File: src/rtl/uart_pkg.sv
// Shared definitions for the UART controller: register map, bit positions
// inside CTRL/STATUS/IE, and the encodings used by both serial engines.
package uart_pkg;

  localparam logic [2:0] ADDR_DIV_LO = 3'd0;
  localparam logic [2:0] ADDR_DIV_HI = 3'd1;
  localparam logic [2:0] ADDR_CTRL   = 3'd2;
  localparam logic [2:0] ADDR_STATUS = 3'd3;
  localparam logic [2:0] ADDR_TXDATA = 3'd4;
  localparam logic [2:0] ADDR_RXDATA = 3'd5;
  localparam logic [2:0] ADDR_IE     = 3'd6;

  localparam int CTRL_TX_EN    = 0;
  localparam int CTRL_RX_EN    = 1;
  localparam int CTRL_PAR_EN   = 2;
  localparam int CTRL_PAR_ODD  = 3;
  localparam int CTRL_TWO_STOP = 4;
  localparam int CTRL_LOOPBACK = 5;

  localparam int ST_TX_FULL  = 0;
  localparam int ST_TX_EMPTY = 1;
  localparam int ST_RX_FULL  = 2;
  localparam int ST_RX_EMPTY = 3;
  localparam int ST_TX_BUSY  = 4;
  localparam int ST_RX_OVR   = 5;
  localparam int ST_PAR_ERR  = 6;
  localparam int ST_FRM_ERR  = 7;

  localparam int IE_RX_AVAIL = 0;
  localparam int IE_TX_EMPTY = 1;
  localparam int IE_ERR      = 2;

  // Common encoding for the TX and RX state machines.
  localparam logic [2:0] S_IDLE   = 3'd0;
  localparam logic [2:0] S_START  = 3'd1;
  localparam logic [2:0] S_DATA   = 3'd2;
  localparam logic [2:0] S_PARITY = 3'd3;
  localparam logic [2:0] S_STOP   = 3'd4;

endpackage

File: src/rtl/uart_fifo.sv
// Synchronous FIFO with first-word-fall-through output. Push when full and
// pop when empty are ignored, judged on the state before the clock edge.
module uart_fifo #(
  parameter int WIDTH = 8,
  parameter int DEPTH = 4
) (
  input  logic             clk,
  input  logic             reset_n,
  input  logic             push,
  input  logic             pop,
  input  logic [WIDTH-1:0] din,
  output logic [WIDTH-1:0] dout,
  output logic             full,
  output logic             empty
);
  localparam int AW = $clog2(DEPTH);

  logic [WIDTH-1:0] mem [DEPTH];
  logic [AW-1:0]    wr_ptr;
  logic [AW-1:0]    rd_ptr;
  logic [AW:0]      count;
  logic             do_push;
  logic             do_pop;

  assign full    = (count == (AW+1)'(DEPTH));
  assign empty   = (count == '0);
  assign do_push = push && !full;
  assign do_pop  = pop && !empty;
  assign dout    = mem[rd_ptr];

  always_ff @(posedge clk or negedge reset_n) begin
    if (!reset_n) begin
      wr_ptr <= '0;
      rd_ptr <= '0;
      count  <= '0;
    end else begin
      if (do_push) wr_ptr <= wr_ptr + AW'(1);
      if (do_pop)  rd_ptr <= rd_ptr + AW'(1);
      count <= count + (AW+1)'(do_push) - (AW+1)'(do_pop);
    end
  end

  always_ff @(posedge clk) begin
    if (do_push) mem[wr_ptr] <= din;
  end

endmodule

File: src/rtl/uart_ctrl.sv
// UART controller: register bus, programmable baud divisor and frame format,
// TX/RX FIFOs, inline TX and RX engines, level interrupt.
module uart_ctrl
  import uart_pkg::*;
#(
  parameter int DATA_BITS   = 8,
  parameter int FIFO_DEPTH  = 4,
  parameter int DIV_WIDTH   = 16,
  parameter int SYNC_STAGES = 2
) (
  input  logic       clk,
  input  logic       reset_n,
  input  logic [2:0] address,
  input  logic [7:0] w_data,
  input  logic       write,
  input  logic       read,
  output logic [7:0] r_data,
  input  logic       rx,
  output logic       tx,
  output logic       irq
);
  localparam int         HI_W     = DIV_WIDTH - 8;
  localparam logic [2:0] LAST_BIT = 3'(DATA_BITS - 1);

  logic [7:0]           div_lo;
  logic [HI_W-1:0]      div_hi;
  logic [5:0]           ctrl;
  logic [2:0]           ie;
  logic                 rx_ovr, par_err, frm_err;
  logic [DIV_WIDTH-1:0] div_full, bit_div;
  logic                 rd_en;
  logic [7:0]           w1c, status, rd_mux;

  assign div_full = {div_hi, div_lo};
  assign bit_div  = (div_full < DIV_WIDTH'(3)) ? DIV_WIDTH'(3) : div_full;
  assign rd_en    = read && !write;
  assign w1c      = (write && address == ADDR_STATUS) ? w_data : 8'h00;

  // ---------------- TX path ----------------
  logic                 tx_push, tx_pop, tx_full, tx_empty;
  logic [DATA_BITS-1:0] tx_dout, tx_shift;
  logic [2:0]           tx_state, tx_idx;
  logic [DIV_WIDTH-1:0] tx_cnt;
  logic                 tx_tick, tx_par, tx_stop2, tx_bit, tx_q;

  assign tx_push = write && address == ADDR_TXDATA;
  assign tx_pop  = (tx_state == S_IDLE) && ctrl[CTRL_TX_EN] && !tx_empty;
  assign tx_tick = (tx_cnt == '0);
  assign tx      = tx_q;

  uart_fifo #(.WIDTH(DATA_BITS), .DEPTH(FIFO_DEPTH)) u_tx_fifo (
    .clk, .reset_n, .push(tx_push), .pop(tx_pop), .din(w_data[DATA_BITS-1:0]),
    .dout(tx_dout), .full(tx_full), .empty(tx_empty)
  );

  // tx_bit is the line value chosen at each bit boundary; tx_q retimes it.
  always_ff @(posedge clk or negedge reset_n) begin
    if (!reset_n) begin
      tx_state <= S_IDLE;
      tx_cnt   <= '0;
      tx_shift <= '0;
      tx_idx   <= '0;
      tx_par   <= 1'b0;
      tx_stop2 <= 1'b0;
      tx_bit   <= 1'b1;
      tx_q     <= 1'b1;
    end else begin
      tx_q <= tx_bit;
      if (tx_state != S_IDLE) tx_cnt <= tx_tick ? bit_div : tx_cnt - DIV_WIDTH'(1);
      case (tx_state)
        S_IDLE: if (tx_pop) begin
          tx_state <= S_START;
          tx_cnt   <= bit_div;
          tx_shift <= tx_dout;
          tx_par   <= 1'b0;
          tx_bit   <= 1'b0;
        end
        S_START: if (tx_tick) begin
          tx_state <= S_DATA;
          tx_idx   <= '0;
          tx_bit   <= tx_shift[0];
        end
        S_DATA: if (tx_tick) begin
          tx_par   <= tx_par ^ tx_shift[0];
          tx_shift <= tx_shift >> 1;
          if (tx_idx == LAST_BIT) begin
            if (ctrl[CTRL_PAR_EN]) begin
              tx_state <= S_PARITY;
              tx_bit   <= tx_par ^ tx_shift[0] ^ ctrl[CTRL_PAR_ODD];
            end else begin
              tx_state <= S_STOP;
              tx_bit   <= 1'b1;
              tx_stop2 <= ctrl[CTRL_TWO_STOP];
            end
          end else begin
            tx_idx <= tx_idx + 3'd1;
            tx_bit <= tx_shift[1];
          end
        end
        S_PARITY: if (tx_tick) begin
          tx_state <= S_STOP;
          tx_bit   <= 1'b1;
          tx_stop2 <= ctrl[CTRL_TWO_STOP];
        end
        S_STOP: if (tx_tick) begin
          if (tx_stop2) tx_stop2 <= 1'b0;
          else          tx_state <= S_IDLE;
        end
        default: tx_state <= S_IDLE;
      endcase
    end
  end

  // ---------------- RX path ----------------
  logic [SYNC_STAGES-1:0] rx_sync;
  logic                   rx_src, rx_s, rx_prev;
  logic [2:0]             rx_state, rx_idx;
  logic [DIV_WIDTH-1:0]   rx_cnt;
  logic [DATA_BITS-1:0]   rx_shift, rx_dout;
  logic                   rx_tick, rx_par_bad, rx_push, rx_pop, rx_full, rx_empty;

  assign rx_src  = ctrl[CTRL_LOOPBACK] ? tx_q : rx;
  assign rx_s    = rx_sync[SYNC_STAGES-1];
  assign rx_tick = (rx_cnt == '0);
  assign rx_push = ctrl[CTRL_RX_EN] && rx_state == S_STOP && rx_tick;
  assign rx_pop  = rd_en && address == ADDR_RXDATA;

  uart_fifo #(.WIDTH(DATA_BITS), .DEPTH(FIFO_DEPTH)) u_rx_fifo (
    .clk, .reset_n, .push(rx_push), .pop(rx_pop), .din(rx_shift),
    .dout(rx_dout), .full(rx_full), .empty(rx_empty)
  );

  always_ff @(posedge clk or negedge reset_n) begin
    if (!reset_n) begin
      rx_sync    <= '1;
      rx_prev    <= 1'b1;
      rx_state   <= S_IDLE;
      rx_cnt     <= '0;
      rx_shift   <= '0;
      rx_idx     <= '0;
      rx_par_bad <= 1'b0;
    end else begin
      rx_sync <= {rx_sync[SYNC_STAGES-2:0], rx_src};
      rx_prev <= rx_s;
      if (!ctrl[CTRL_RX_EN]) begin
        rx_state <= S_IDLE;
      end else begin
        if (rx_state != S_IDLE) rx_cnt <= rx_tick ? bit_div : rx_cnt - DIV_WIDTH'(1);
        case (rx_state)
          S_IDLE: if (rx_prev && !rx_s) begin
            rx_state   <= S_START;
            rx_cnt     <= bit_div >> 1;
            rx_par_bad <= 1'b0;
          end
          S_START: if (rx_tick) begin
            rx_state <= rx_s ? S_IDLE : S_DATA;
            rx_idx   <= '0;
          end
          S_DATA: if (rx_tick) begin
            rx_shift <= {rx_s, rx_shift[DATA_BITS-1:1]};
            if (rx_idx == LAST_BIT) rx_state <= ctrl[CTRL_PAR_EN] ? S_PARITY : S_STOP;
            else                    rx_idx   <= rx_idx + 3'd1;
          end
          S_PARITY: if (rx_tick) begin
            rx_par_bad <= rx_s ^ (^rx_shift) ^ ctrl[CTRL_PAR_ODD];
            rx_state   <= S_STOP;
          end
          S_STOP: if (rx_tick) rx_state <= S_IDLE;
          default: rx_state <= S_IDLE;
        endcase
      end
    end
  end

  // ---------------- Registers and bus ----------------
  always_comb begin
    status              = 8'h00;
    status[ST_TX_FULL]  = tx_full;
    status[ST_TX_EMPTY] = tx_empty;
    status[ST_RX_FULL]  = rx_full;
    status[ST_RX_EMPTY] = rx_empty;
    status[ST_TX_BUSY]  = (tx_state != S_IDLE);
    status[ST_RX_OVR]   = rx_ovr;
    status[ST_PAR_ERR]  = par_err;
    status[ST_FRM_ERR]  = frm_err;
  end

  always_comb begin
    rd_mux = 8'h00;
    case (address)
      ADDR_DIV_LO: rd_mux = div_lo;
      ADDR_DIV_HI: rd_mux = 8'(div_hi);
      ADDR_CTRL:   rd_mux = {2'b00, ctrl};
      ADDR_STATUS: rd_mux = status;
      ADDR_RXDATA: rd_mux = rx_empty ? 8'h00 : 8'(rx_dout);
      ADDR_IE:     rd_mux = {5'b00000, ie};
      default:     rd_mux = 8'h00;
    endcase
  end

  // Error flags: a new error on the same edge as a clear keeps the flag set.
  always_ff @(posedge clk or negedge reset_n) begin
    if (!reset_n) begin
      div_lo  <= '0;
      div_hi  <= '0;
      ctrl    <= '0;
      ie      <= '0;
      rx_ovr  <= 1'b0;
      par_err <= 1'b0;
      frm_err <= 1'b0;
      r_data  <= '0;
    end else begin
      if (write) begin
        case (address)
          ADDR_DIV_LO: div_lo <= w_data;
          ADDR_DIV_HI: div_hi <= w_data[HI_W-1:0];
          ADDR_CTRL:   ctrl   <= w_data[5:0];
          ADDR_IE:     ie     <= w_data[2:0];
          default: ;
        endcase
      end
      rx_ovr  <= (rx_ovr  & ~w1c[ST_RX_OVR])  | (rx_push & rx_full);
      par_err <= (par_err & ~w1c[ST_PAR_ERR]) | (rx_push & rx_par_bad);
      frm_err <= (frm_err & ~w1c[ST_FRM_ERR]) | (rx_push & !rx_s);
      if (rd_en) r_data <= rd_mux;
    end
  end

  assign irq = (ie[IE_RX_AVAIL] & !rx_empty) | (ie[IE_TX_EMPTY] & tx_empty) |
               (ie[IE_ERR] & (rx_ovr | par_err | frm_err));

endmodule

File: config.mk
export PLATFORM = sky130hd
export DESIGN_NAME = uart_ctrl
export DESIGN_NICKNAME = d
export VERILOG_FILES = /design/src/rtl/uart_pkg.sv /design/src/rtl/uart_fifo.sv /design/src/rtl/uart_ctrl.sv
export SDC_FILE = /design/constraint.sdc
export NUM_CORES = 1
export LEC_CHECK = 0
export CAP_MARGIN = 20
export CORE_ASPECT_RATIO = 1.25
export CORE_MARGIN = 8
export CORE_UTILIZATION = 55
export DETAILED_ROUTE_END_ITERATION = 7
export GPL_TIMING_DRIVEN = 0
export PLACE_DENSITY = 0.79
export SYNTH_ARGS = -nofsm -noshare
export SYNTH_HDL_FRONTEND = slang
export SYNTH_HIERARCHICAL = 1
export SYNTH_SLANG_ARGS = --single-unit
File: constraint.sdc
create_clock -name clk -period 3.6 [get_ports clk]
set_input_delay 0.54 -clock clk [delete_from_list [all_inputs] [get_ports clk]]
set_output_delay 0.54 -clock clk [all_outputs]
set_load 0.05 [all_outputs]
* Yosys cells after proc, flatten, opt, wreduce, memory -nomap -nowiden *
Memory sizes are Yosys's and may differ from the RTL's.
Cells that the tools add are included.

operators by class
  add/subtract/negate cells = 12
  order comparisons = 1
  equal/unequal tests = 38
  multiplexer cells = 63
  bitwise operators = 23
  reduce and logical (&&, ||, !) cells = 48

operators by type and width
  cell                   number
  $mux 16                9
  $mux 3                 20
  $pmux 8 s6             1
  $logic_not 16->1       2
  $mux 8                 4
  $sub 16x1->16 const B  2
  $pmux 3 s5             2
  $eq 3x3->1 const B     9
  $ne 2x2->1 const B     13
  $mux 1                 19
  $eq 3x2->1 const B     6
  $ne 3x3->1 const B     6
  $lt 16x2->1 const B    1
  $pmux 8 s2             1
  $logic_not 3->1        5
  $logic_and 1x1->1      13
  $pmux 3 s2             2
  $reduce_and 6->1       2
  $reduce_and 5->1       2
  $and 1x1->1            9
  $eq 3x1->1 const B     3
  $reduce_bool 3->1      3
  $add 2x1->2 const B    4
  $reduce_and 2->1       4
  other kinds (18)       43

storage, ports and cells
  flip-flop bits (word level) = 118
  memory bits (writable) = 64
  input port bits = 16
  memories kept = 2

memory list
  name           depth  width  rd ports  clocked after Yosys merged registers in  wr ports  RTL line         text
  u_rx_fifo.mem  4      8      1         0                                        1         uart_fifo.sv:18  logic [WIDTH-1:0] mem [DEPTH];
  u_tx_fifo.mem  4      8      1         0                                        1         uart_fifo.sv:18

* Depth between registers and ports, before layout *
Gate-level depths: netlist of the first run.

  depth after elaboration = 6
  mapped depth = 13
  mapped depth without buffers = 13

* Modules after synthesis *
Netlist of the first run, hierarchy kept.

by module, submodules not included
  module     times used  cells each  area an instance (sq um)
  uart_ctrl  1           614         5,870.6
  uart_fifo  2           83          1,622.8

* Worst setup path before layout of the first run *
No wires, ideal clock.

  path kind = register to register
  start point = reg rx_cnt[0]
  end point = reg u_rx_fifo.count[2]
  data arrival time = 3.193 ns
  path slack = 0.284 ns
  cell stages (with the launch flop) = 14
  buffers on the path = 0
  period minus slack after synthesis = 3.316 ns
  cell sequence = dfrtp_1 > inv_1 > ha_1 > or4b_2 > nor4_1 > nand2_1 > nor2_1 > nand2b_1 > ha_1 > inv_1 > ha_1 > fa_1 > xnor2_1 > xnor2_1

between the ends
  cells in the longest elaborated chain, start to end = 5

RTL lines
  item                    RTL line          text
  start, declared         uart_ctrl.sv:118  logic [DIV_WIDTH-1:0] rx_cnt;
  start signal, assigned  uart_ctrl.sv:148  if (rx_state != S_IDLE) rx_cnt <= rx_tick ? bit_div : rx_cnt - DIV_WIDTH'(1);
  start signal, assigned  uart_ctrl.sv:152  rx_cnt <= bit_div >> 1;
  $logic_not 16->1        uart_ctrl.sv:124  assign rx_tick = (rx_cnt == '0);
  $logic_and 1x1->1       uart_ctrl.sv:125  assign rx_push = ctrl[CTRL_RX_EN] && rx_state == S_STOP && rx_tick;
  named net rx_push       uart_ctrl.sv:120  logic rx_tick, rx_par_bad, rx_push, rx_pop, rx_full, rx_empty;
  $logic_and 1x1->1       uart_fifo.sv:27   assign do_push = push && !full;
  $add 3x1->3             uart_fifo.sv:39   count <= count + (AW+1)'(do_push) - (AW+1)'(do_pop);
  $sub 3x1->3             uart_fifo.sv:39
  end signal, assigned    uart_fifo.sv:39
  end, declared           uart_fifo.sv:21   logic [AW:0] count;

The timed path passes the listed nets, and every way through them passes these cells.
A chain may end at the register's enable or synchronous reset.

* Worst setup path in the final report of the first run *
  start point = reg u_tx_fifo.count[1]
  end point = reg u_tx_fifo.count[2]

between the ends
  cells in the longest elaborated chain, start to end = 5
  elaborated cells on any way between the ends = 9
  those cells by class = add/sub (2); eq/ne (1); reduce/logical (6)

RTL lines
  item                        RTL line         text
  start, declared             uart_fifo.sv:21
  start signal, assigned      uart_fifo.sv:39
  $logic_not 3->1             uart_fifo.sv:26  assign empty = (count == '0);
  named net tx_empty          uart_ctrl.sv:40  logic tx_push, tx_pop, tx_full, tx_empty;
  $logic_not 1->1             uart_ctrl.sv:47  assign tx_pop = (tx_state == S_IDLE) && ctrl[CTRL_TX_EN] && !tx_empty;
  $logic_and 1x1->1           uart_ctrl.sv:47
  named net tx_pop            uart_ctrl.sv:40
  $logic_and 1x1->1           uart_fifo.sv:28  assign do_pop = pop && !empty;
  named net u_tx_fifo.do_pop  uart_fifo.sv:23  logic do_pop;
  $sub 3x1->3                 uart_fifo.sv:39

The timed path passes the listed nets, and every way through them passes these cells.

==> out/qor.txt, run 1 <==
Layout cell share with drive strength beyond 1 -> 15.0%
Critical Path End Type -> register
CTS HTree Levels -> 4
Area Overhead vs Synth -> 13.2%
DR pass1 iterations -> 7
Final hold vios -> 0
Row count -> 52
Switching Fraction -> 35.7%
Die Area -> 21000 µm²
Clock Latency Late Sink -> 0.44 ns
Clock power frac -> 27.4%
Largest net degree at the start of global routing -> 96
Pwr dens -> 660 nW/µm²
Mapped Area -> 9120 µm²
Port bufs -> 22
Switching pwr -> 2.44 mW
GPL Wtd Cong -> 0.881
Starting DRC count in detailed routing -> 856
Cell Count, Final, Fillers Out -> 1057
TritonCTS Buffers -> 17
Chip Height -> 160 µm
Kind of critical path -> reg2reg
Worst-path cell chain -> nor3_1, nor2b_1, clkbuf_1, nand2_1, inv_1, o31ai_1, inv_1, ha_1, inv_1, ha_1, fa_1, xnor2_1, xnor2_1
Routed WL -> 21800 µm
Clock tree buffer depth -> 2
Initial antenna violation count -> 1
F_max -> 0.295 GHz
Worst Path Max Fanout -> 8
CTS tree -> yes
RSZ-0062 raised after global routing -> no
Syn nets -> 818
Outcome -> completed
Total gr overflow -> 0
Leak pwr -> 3.98 nW
Final Instance Area -> 10300 µm²
Post-synth ARST share -> 64.8%
Filler cells -> 1191
Power Internal -> 4.38 mW
Area occupied by multi-input gates -> 3990 µm²
DR vias/cell -> 6.31
Worst Max-Slew Pin Slew -> 1.04 ns
Vias in the first global route -> 6401
Worst Slack Setup Final -> 0.214 ns
Final Cycle Share -> 94.1%
Worst path buffer plus inverter count -> 4
Number of max-cap violations -> 0
Placeable Area -> 16200 µm²
Critical Path Slowest Stage Cell -> nor3_1
Post-Syn Instances -> 780
Initial Util -> 56.3%
Critical path's most frequent cell -> inv_1
Final Max Slew Viols -> 0
Reg area -> 4880 µm²
Met1 capacity usage during global routing -> 25.8%
Clk Tree Root Cell -> clkbuf_16
# setup viols final -> 0
GR Layer Usage met3 -> 3.64%
Wirelength per Cell -> 20.6 µm
Design Power -> 6.81 mW
Crit path launch type -> register
Post-route ant nets -> 0
Avg Cell Area, Syn -> 11.7 µm²
Delay-heaviest family, CP -> simple AND/OR/NAND/NOR gates
Pre-CTS setup slack -> -0.378 ns
Slew HR -> 29.9%
Antenna diodes -> 0
FF+latch count, synth -> 182
DP HPWL -> 14500 µm
Clk sinks -> 182
Largest stage delay, worst path -> 0.59 ns
Number of flops mapped to enable cells by yosys -> 64
GR Util All Layers -> 20.6%
Tmin final -> 3.39 ns
Clock skew -> 0.00882 ns
Setup TNS -> 0 ns
Sequential-to-total area share from yosys stat -> 53.5%
Required @ worst endpoint -> 3.96 ns
IO Pins -> 26
Cell Area, Placed -> 9640 µm²
Global-route wire length before repair -> 34700 µm
Combinational power share -> 27.6%
Ys flop type -> dfrtp_1
Remaining routing DRC violations -> 0
Final net count -> 866
Worst min path class -> reg2reg
M2 GR Usage -> 34.7%
YS warnings -> 6
Placed Cells -> 1019
IR drop worst, VDD -> 381 µV
DIE WIDTH -> 131 µm
GR peak layer -> met2
CTS clk-pin slew, worst paths -> 0.08 ns
Via count -> 6667
Post-synth cell types -> 72
Reg power frac -> 45.1%
Arr. time, crit path -> 3.75 ns
[worst paths after layout]
path | slack (ns) | cells past startpoint | from | endpoint
min reg2reg | 0.36 | 0 | rx_sync[0] | rx_sync[1]
min in group asynchronous | 0.52 | 2 | reset_n | u_rx_fifo/wr_ptr[0]
max reg2reg | 0.21 | 13 | u_tx_fifo/count[1] | u_tx_fifo/count[2]
max | 0.21 | 13 | u_tx_fifo/count[1] | u_tx_fifo/count[2]
min | 0.36 | 0 | rx_sync[0] | rx_sync[1]
max in group asynchronous | 2.32 | 3 | reset_n | rx_prev
[metal layers]
metal / up-vias / wire length [µm]
met4: 2 / 585
met3: 57 / 1610
li1: 3015 / -
met2: 304 / 11100
met1: 3289 / 8520
met5: - / 13
[sequential cells by signal, summed over array words and instances (netlist names), 6 cells and up]
register	count
ctrl	6
div_hi	8
div_lo	8
r_data	8
rx_cnt	16
rx_shift	8
tx_cnt	16
tx_shift	8
u_rx_fifo/mem	32
u_tx_fifo/mem	32
[kinds of logic (layout without fill, tap and decap cells)]
kind of cell	count (synthesis)	in the layout	synth area share (%)
XOR/XNOR	32	32	3.07
AND/OR/NAND/NOR	257	257	15.3
adder cells (fa/ha/maj)	22	22	3.18
buffers and inverters	65	126	3.02
flip-flops	182	182	53.5
multiplexers	60	60	9.74
AO/OA/AOI/OAI	162	162	12.1
[synth_stat cells (all sizes together) (5+ instances only)]
cell type  number  area [µm²]
buf            11        70.1
mux2i          10         100
mux2           30         338
o21ai          32         160
a21oi          29         149
nand2b         24         150
nand4           8        50.1
mux4           20         450
nor3b           7        75.1
a211oi          8        60.1
a31oi           5        31.3
nand2          68         255
o22ai          20         125
a22o           14         123
inv            26        97.6
dfstp           5         131
o31ai           9        67.6
nand3          15        75.1
nor2           49         184
nor4           15         109
edfxtp         64        1920
ha             20         250
or4             5        37.5
o211ai          6        45.0
or3             5        31.3
and3b           9        78.8
clkbuf         27         104
o221a           6        67.6
xnor2          29         254
a22oi           7        52.6
dfrtp         113        2830
nor2b           7        43.8
nor3           19        95.1
and2            5        31.3
[cell usage in the layout (no fill, tap or decap), types with 7 or more instances in the layout]
master / n
clkbuf_1: 25
nand3_1: 15
a21oi_1: 28
nor4_1: 13
xnor2_1: 29
dfrtp_1: 113
o21ai_0: 29
clkdlybuf4s50_1: 21
nor3_1: 19
edfxtp_1: 64
nand4_1: 8
mux2i_1: 10
o31ai_1: 9
a22oi_1: 7
mux2_2: 30
o22ai_1: 20
nand2_1: 68
a211oi_1: 8
inv_1: 26
mux4_2: 20
nand2b_1: 24
clkbuf_16: 17
nor2_1: 48
and3b_1: 9
a22o_1: 14
nor2b_1: 7
ha_1: 20
[through the flow]
step           hold slack (ns)  utilization [%]
2_1_floorplan            0.244                -
3_3_place_gp             0.349             59.3
3_5_place_dp             0.349             59.5
4_1_cts                  0.359             63.4
5_1_grt                  0.369             63.7
6_report                 0.358             63.7
[power by group through the flow]
stage               Combinational [mW]  Sequential [mW]  Clock [mW]
global route                      2.05             3.13        1.95
finish                            1.88             3.07        1.87
CTS                               1.86             3.06        1.88
floorplan                         1.36             3.00           0
detailed placement                1.84             3.09           0
global placement                  1.78             3.08           0
[repair_timing]
item	4_1_cts	5_1_grt
pin swaps	0	1
endpoints found under the hold margin	23	0
buffers inserted	0	4
setup endpoints to repair	2	1
hold buffers	1	0
gates resized for setup	3	2
[final cells by class]
type | count | share of cell area (%)
plain buffers | 38 | 1.69
repair buffers | 29 | 2.85
inverters | 27 | 0.982
clock inverters | 15 | 1.79
clock buffers | 17 | 4.12
flip-flops and latches | 182 | 47.3
multi-input cells | 533 | 38.6
well taps | 216 | 2.62
(Power assumes the default switching activity.)
==> run 2, diff against run 1 <==
--- a/config.mk
+++ b/config.mk
@@ -11,7 +11,9 @@
 export CORE_UTILIZATION = 55
 export DETAILED_ROUTE_END_ITERATION = 7
 export GPL_TIMING_DRIVEN = 0
+export MAX_ROUTING_LAYER = met4
 export PLACE_DENSITY = 0.79
+export SKIP_LAST_GASP = 1
 export SYNTH_ARGS = -nofsm -noshare
 export SYNTH_HDL_FRONTEND = slang
 export SYNTH_HIERARCHICAL = 1
==> run 2 against run 1 <==
Compared with the run above: sequential share of layout area barely moved; wire length hardly changed; flip-flop and latch count unchanged; hold slack about the same; final area about the same; count of clock-buffer cells in the layout did not move; combinational power barely moved; first-iteration DRC count is 4.0% lower; non-clock buffer count did not move; setup slack better by 0.013 ns; global-route usage grew 0.62 points; clock skew down 0.0015 ns; critical path type unchanged.
==> out/qor.txt, run 2 (synthesis results as in run 1) <==
Outcome -> completed
Cell Count, Final, Fillers Out -> 1058
Worst Path Max Fanout -> 8
Biggest regs -> u_rx_fifo/mem (32), u_tx_fifo/mem (32)
Final Cycle Share -> 93.7%
F_max -> 0.296 GHz
Critical Path Slowest Stage Cell -> or4_1
Final hold vios -> 0
Clock skew -> 0.00731 ns
Arr. time, crit path -> 3.72 ns
Worst hold-check slack -> 0.358 ns
Die Area -> 21000 µm²
Placeable Area -> 16200 µm²
Post-route ant nets -> 0
Crit path launch type -> register
CTS clk-pin slew, worst paths -> 0.08 ns
Total gr overflow -> 0
Commonest non-fill, non-tap cells in the layout -> dfrtp_1 (113), nand2_1 (68), edfxtp_1 (64)
Area Overhead vs Synth -> 13.2%
Final net count -> 866
Worst Max-Slew Pin Slew -> 1.04 ns
Clock Latency Late Sink -> 0.43 ns
Worst-path cell chain -> or4_1, clkbuf_1, nor4_4, nand2_1, nor2_4, nand2b_1, ha_1, inv_1, ha_1, fa_1, xnor2_1, xnor2_1
Final Max Slew Viols -> 0
DP HPWL -> 14500 µm
Slew HR -> 29.8%
Routed WL -> 21800 µm
Initial antenna violation count -> 1
Kind of critical path -> reg2reg
Remaining routing DRC violations -> 0
# setup viols final -> 0
Largest net degree at the start of global routing -> 96
Wirelength per Cell -> 20.6 µm
Largest stage delay, worst path -> 0.53 ns
Initial Util -> 56.3%
Critical Path End Type -> register
Tmin final -> 3.37 ns
DR vias/cell -> 6.27
Placed Cells -> 1019
Pwr dens -> 660 nW/µm²
CTS HTree Levels -> 4
Starting DRC count in detailed routing -> 822
Leak pwr -> 3.98 nW
Layout cell share with drive strength beyond 1 -> 15.0%
Chip Height -> 160 µm
Worst min path class -> reg2reg
Commonest non-fill, non-tap cell in the layout -> dfrtp_1
TritonCTS Buffers -> 17
Cell Area, Placed -> 9640 µm²
Row count -> 52
DIE WIDTH -> 131 µm
IR drop worst, VDD -> 381 µV
Required @ worst endpoint -> 3.95 ns
RSZ-0062 raised after global routing -> no
Port bufs -> 22
Vias in the first global route -> 6404
FF-to-FF setup slack -> 0.23 ns
DR pass1 iterations -> 7
Global-route wire length before repair -> 34700 µm
GPL Wtd Cong -> 0.892
Clk sinks -> 182
Clock tree buffer depth -> 2
Clk Tree Root Cell -> clkbuf_16
CTS tree -> yes
Number of max-cap violations -> 0
Final core occ -> 63.7%
IO Pins -> 26
Via count -> 6637
Final Instance Area -> 10300 µm²
GR Util All Layers -> 21.3%
[run 2: cell count changes in the layout (fill, tap and decap cells not counted)]
cell | previous run | this run
diode_2 | 0 | 1
[run 2: cell type report]
cell class,instances,area (µm²)
multi-input combinational,533,3990
sequential,182,4880
tap,216,270
inverter,27,101
antenna,1,2.50
timing repair buffer,29,294
buffer,38,174
clock buffer,17,425
clock inverter,15,185
fill,1192,5880
[run 2: critical path: cells and delay by family, from the launching register on]
kind	cells	cell delay, ns
AND/OR/NAND/NOR	5	1.36
adder cells (fa/ha/maj)	3	0.87
flip-flops	1	0.46
XOR/XNOR	2	0.32
buffers and inverters	2	0.26
[run 2: path summary, 6_finish.rpt]
| check | from | endpoint | depth (start not counted) |
|---|---|---|---|
| min | rx_sync[0] | rx_sync[1] | 0 |
| max reg2reg | rx_cnt[2] | u_rx_fifo/count[2] | 12 |
| max in group asynchronous | reset_n | rx_sync[1] | 3 |
| min reg2reg | rx_sync[0] | rx_sync[1] | 0 |
| max | rx_cnt[2] | u_rx_fifo/count[2] | 12 |
| min in group asynchronous | reset_n | u_rx_fifo/wr_ptr[0] | 2 |
[run 2: metrics by stage]
step / setup TNS, ns / worst slack (ns) / total power, mW
4_1_cts: 0 / 0.0579 / 6.80
3_3_place_gp: -311.39 / -2.71 / 4.86
2_1_floorplan: 0 / 0.284 / 4.36
3_5_place_dp: -0.513 / -0.378 / 4.93
5_1_grt: 0 / 0.0476 / 7.12
6_report: 0 / 0.227 / 6.81
[run 2: repair_timing]
| item | 4_1_cts | 5_1_grt |
|---|---|---|
| setup buffers | 0 | 4 |
| pin swaps | 0 | 1 |
| gates resized for setup | 3 | 2 |
| hold endpoints to repair | 23 | 0 |
| hold buffers | 1 | 0 |
| endpoints found under the setup margin | 2 | 1 |
[run 2: power breakdown]
part	internal (mW)	total [mW]	switching [mW]	leakage [nW]
registers	2.55	3.08	0.524	1.97
logic	0.884	1.88	0.993	1.72
clock network	0.944	1.86	0.918	0.296
total	4.38	6.81	2.43	3.98
[run 2: metal layers]
layer / share of wire, % / track usage [%] / vias to the layer above
met1: 40 / 25.8 / 3284
li1: - / - / 3009
met4: 2.6 / 8.36 / 0
met3: 6.5 / 3.70 / 56
met2: 51 / 34.7 / 288
met5: 0 / - / -
==> edit: new RTL, flow settings as in run 1 <==
Add an input register stage for `address`, `w_data`, `write`, `read` and `rx`, without a reset; this delays them by one clock.
--- a/src/rtl/uart_ctrl.sv
+++ b/src/rtl/uart_ctrl.sv
@@ -22,6 +22,20 @@
   localparam int         HI_W     = DIV_WIDTH - 8;
   localparam logic [2:0] LAST_BIT = 3'(DATA_BITS - 1);
 
+  logic [2:0] address_q;
+  logic [7:0] w_data_q;
+  logic write_q;
+  logic read_q;
+  logic rx_q;
+
+  always_ff @(posedge clk) begin
+    address_q <= address;
+    w_data_q  <= w_data;
+    write_q   <= write;
+    read_q    <= read;
+    rx_q      <= rx;
+  end
+
   logic [7:0]           div_lo;
   logic [HI_W-1:0]      div_hi;
   logic [5:0]           ctrl;
@@ -33,8 +47,8 @@
 
   assign div_full = {div_hi, div_lo};
   assign bit_div  = (div_full < DIV_WIDTH'(3)) ? DIV_WIDTH'(3) : div_full;
-  assign rd_en    = read && !write;
-  assign w1c      = (write && address == ADDR_STATUS) ? w_data : 8'h00;
+  assign rd_en    = read_q && !write_q;
+  assign w1c      = (write_q && address_q == ADDR_STATUS) ? w_data_q : 8'h00;
 
   // ---------------- TX path ----------------
   logic                 tx_push, tx_pop, tx_full, tx_empty;
@@ -43,13 +57,13 @@
   logic [DIV_WIDTH-1:0] tx_cnt;
   logic                 tx_tick, tx_par, tx_stop2, tx_bit, tx_q;
 
-  assign tx_push = write && address == ADDR_TXDATA;
+  assign tx_push = write_q && address_q == ADDR_TXDATA;
   assign tx_pop  = (tx_state == S_IDLE) && ctrl[CTRL_TX_EN] && !tx_empty;
   assign tx_tick = (tx_cnt == '0);
   assign tx      = tx_q;
 
   uart_fifo #(.WIDTH(DATA_BITS), .DEPTH(FIFO_DEPTH)) u_tx_fifo (
-    .clk, .reset_n, .push(tx_push), .pop(tx_pop), .din(w_data[DATA_BITS-1:0]),
+    .clk, .reset_n, .push(tx_push), .pop(tx_pop), .din(w_data_q[DATA_BITS-1:0]),
     .dout(tx_dout), .full(tx_full), .empty(tx_empty)
   );
 
@@ -119,11 +133,11 @@
   logic [DATA_BITS-1:0]   rx_shift, rx_dout;
   logic                   rx_tick, rx_par_bad, rx_push, rx_pop, rx_full, rx_empty;
 
-  assign rx_src  = ctrl[CTRL_LOOPBACK] ? tx_q : rx;
+  assign rx_src  = ctrl[CTRL_LOOPBACK] ? tx_q : rx_q;
   assign rx_s    = rx_sync[SYNC_STAGES-1];
   assign rx_tick = (rx_cnt == '0);
   assign rx_push = ctrl[CTRL_RX_EN] && rx_state == S_STOP && rx_tick;
-  assign rx_pop  = rd_en && address == ADDR_RXDATA;
+  assign rx_pop  = rd_en && address_q == ADDR_RXDATA;
 
   uart_fifo #(.WIDTH(DATA_BITS), .DEPTH(FIFO_DEPTH)) u_rx_fifo (
     .clk, .reset_n, .push(rx_push), .pop(rx_pop), .din(rx_shift),
@@ -187,7 +201,7 @@
 
   always_comb begin
     rd_mux = 8'h00;
-    case (address)
+    case (address_q)
       ADDR_DIV_LO: rd_mux = div_lo;
       ADDR_DIV_HI: rd_mux = 8'(div_hi);
       ADDR_CTRL:   rd_mux = {2'b00, ctrl};
@@ -210,12 +224,12 @@
       frm_err <= 1'b0;
       r_data  <= '0;
     end else begin
-      if (write) begin
-        case (address)
-          ADDR_DIV_LO: div_lo <= w_data;
-          ADDR_DIV_HI: div_hi <= w_data[HI_W-1:0];
-          ADDR_CTRL:   ctrl   <= w_data[5:0];
-          ADDR_IE:     ie     <= w_data[2:0];
+      if (write_q) begin
+        case (address_q)
+          ADDR_DIV_LO: div_lo <= w_data_q;
+          ADDR_DIV_HI: div_hi <= w_data_q[HI_W-1:0];
+          ADDR_CTRL:   ctrl   <= w_data_q[5:0];
+          ADDR_IE:     ie     <= w_data_q[2:0];
           default: ;
         endcase
       end
Formal check against the unedited RTL: not equivalent (Yosys sat finds a counterexample within 4 cycles, from zero or initial values and one cycle with reset_n low).
==> edit against run 1 <==
- setup slack better by 0.019 ns
- sequential cell count is 14 higher
- combinational power down 23%
- critical endpoint unchanged
- area after synthesis is 2.8% higher
- total power is 3.4% lower
- first-iteration DRC count fell by 33%
- largest power group unchanged
- routed wire length shrank 0.36%
- synthesized cell count up 0.13%
- design area grew 2.5%
- cell count grew 0.38%
- via count shrank 1.9%
- sequential power increased by 4%
==> edit: results <==
set metrics [dict create \
    ys_top_cells_by_area "dfrtp_1 30%, edfxtp_1 21%, mux4_2 5.0%" \
    crit_path_max_fanout 7 \
    synth_fp_nets 819 \
    synthTopCellsByCount "113 x dfrtp_1, 68 x nand2_1, 64 x edfxtp_1" \
    vias 6540 \
    power.leakage_nw 4.21 \
    synth_cell_types 73 \
    initialDrtViolationCount 572 \
    gp_congestion 0.922 \
    detailed_place_hpwl_um 14700 \
    outcome "completed" \
    max_stage_delay_ns 0.74 \
    drt_wl_total_um 21700 \
    grt_pass1_vias 6562 \
    hold_slack_ns 0.357 \
    drive_gt1_frac 0.144 \
    cp.arrival_ns 3.69 \
    dr.pass1.iters 5 \
    grt_pass1_wl_um 35400 \
    p_int_mw 4.39 \
    rrSetupSlack_ns 0.23 \
    track_usage 0.207 \
    fin_skew_ns 0.0124 \
    slew_headroom 0.277 \
    io_buffers 25 \
    antenna_found_initial 0 \
    grt_max_degree 90 \
    critPathLaunch "u_tx_fifo/count[0]" \
]
[edit: how the worst min path moves through the flow]
stage / from / to / depth (start not counted)
6_report: rx_sync[0] / rx_sync[1] / 0
5_1_grt: rx_sync[0] / rx_sync[1] / 0
4_1_cts: rx_sync[0] / rx_sync[1] / 0
3_5_place_dp: rx_sync[0] / rx_sync[1] / 0
3_3_place_gp: rx_sync[0] / rx_sync[1] / 0
2_1_floorplan: reset_n / ctrl[0] / 0
[edit: what timing repair did]
| action | CTS | global route |
|---|---|---|
| setup endpoints to repair | 0 | 1 |
| hold buffers | 1 | 0 |
| resized for setup | 0 | 1 |
| hold endpoints to repair | 26 | 0 |
[edit: final cells by class]
class | instances | area [µm²]
clock buffers | 17 | 425
flip-flops and latches | 196 | 5160
clock inverters | 15 | 188
well taps | 220 | 275
repair buffers | 28 | 297
plain buffers | 30 | 130
multi-input cells | 529 | 4000
inverters | 26 | 97.6
fillers | 1257 | 6210
[edit: through the flow]
stage | setup WS [ns] | total power, mW | utilization | instances | cell area (µm²)
final | 0.232 | 6.58 | 0.630 | 1061 | 10600
after global routing | 0.000958 | 6.90 | 0.630 | 1061 | 10600
after CTS | 0.129 | 6.59 | 0.630 | 1061 | 10600
after detailed placement | 0.172 | 4.65 | 0.592 | 1028 | 9940
after global placement | -2.77 | 4.58 | 0.590 | 1026 | 9900
after floorplan | 0.469 | 4.16 | - | 781 | 9370
[edit: kinds of logic (layout without fill, tap and decap cells)]
group | count (synthesis) | in the layout | share of synthesized area
AND/OR/NAND/NOR | 258 | 258 | 0.152
flip-flops | 196 | 196 | 0.551
AO/OA/AOI/OAI | 153 | 153 | 0.111
multiplexers | 63 | 63 | 0.100
buffers and inverters | 56 | 116 | 0.0243
XOR/XNOR | 33 | 33 | 0.0308
adder cells (fa/ha/maj) | 22 | 22 | 0.0310
[edit: power groups by stage]
stage,sequential (mW),clock (mW),combinational [mW]
after floorplan,3.09,0,1.07
after global placement,3.19,0,1.39
after detailed placement,3.21,0,1.44
after CTS,3.17,1.97,1.46
after global routing,3.24,2.06,1.60
final,3.19,1.94,1.45
[edit: routing by layer]
metal / GRT usage / vias up / wire, µm
met5: 0 / - / 0
met4: 0.0885 / 0 / 579
met3: 0.0355 / 55 / 1130
met2: 0.351 / 234 / 11000
met1: 0.257 / 3246 / 8980
li1: - / 3005 / -
[edit: worst register-to-register path: stages (launching register included)]
cell,delay [ns]
dfrtp_1,0.48
nor3_1,0.75
nor2b_1,0.22
nand2_1,0.21
inv_1,0.14
o31ai_1,0.14
inv_1,0.10
ha_1,0.28
inv_1,0.04
ha_1,0.19
fa_1,0.43
xnor2_1,0.15
xnor2_1,0.13
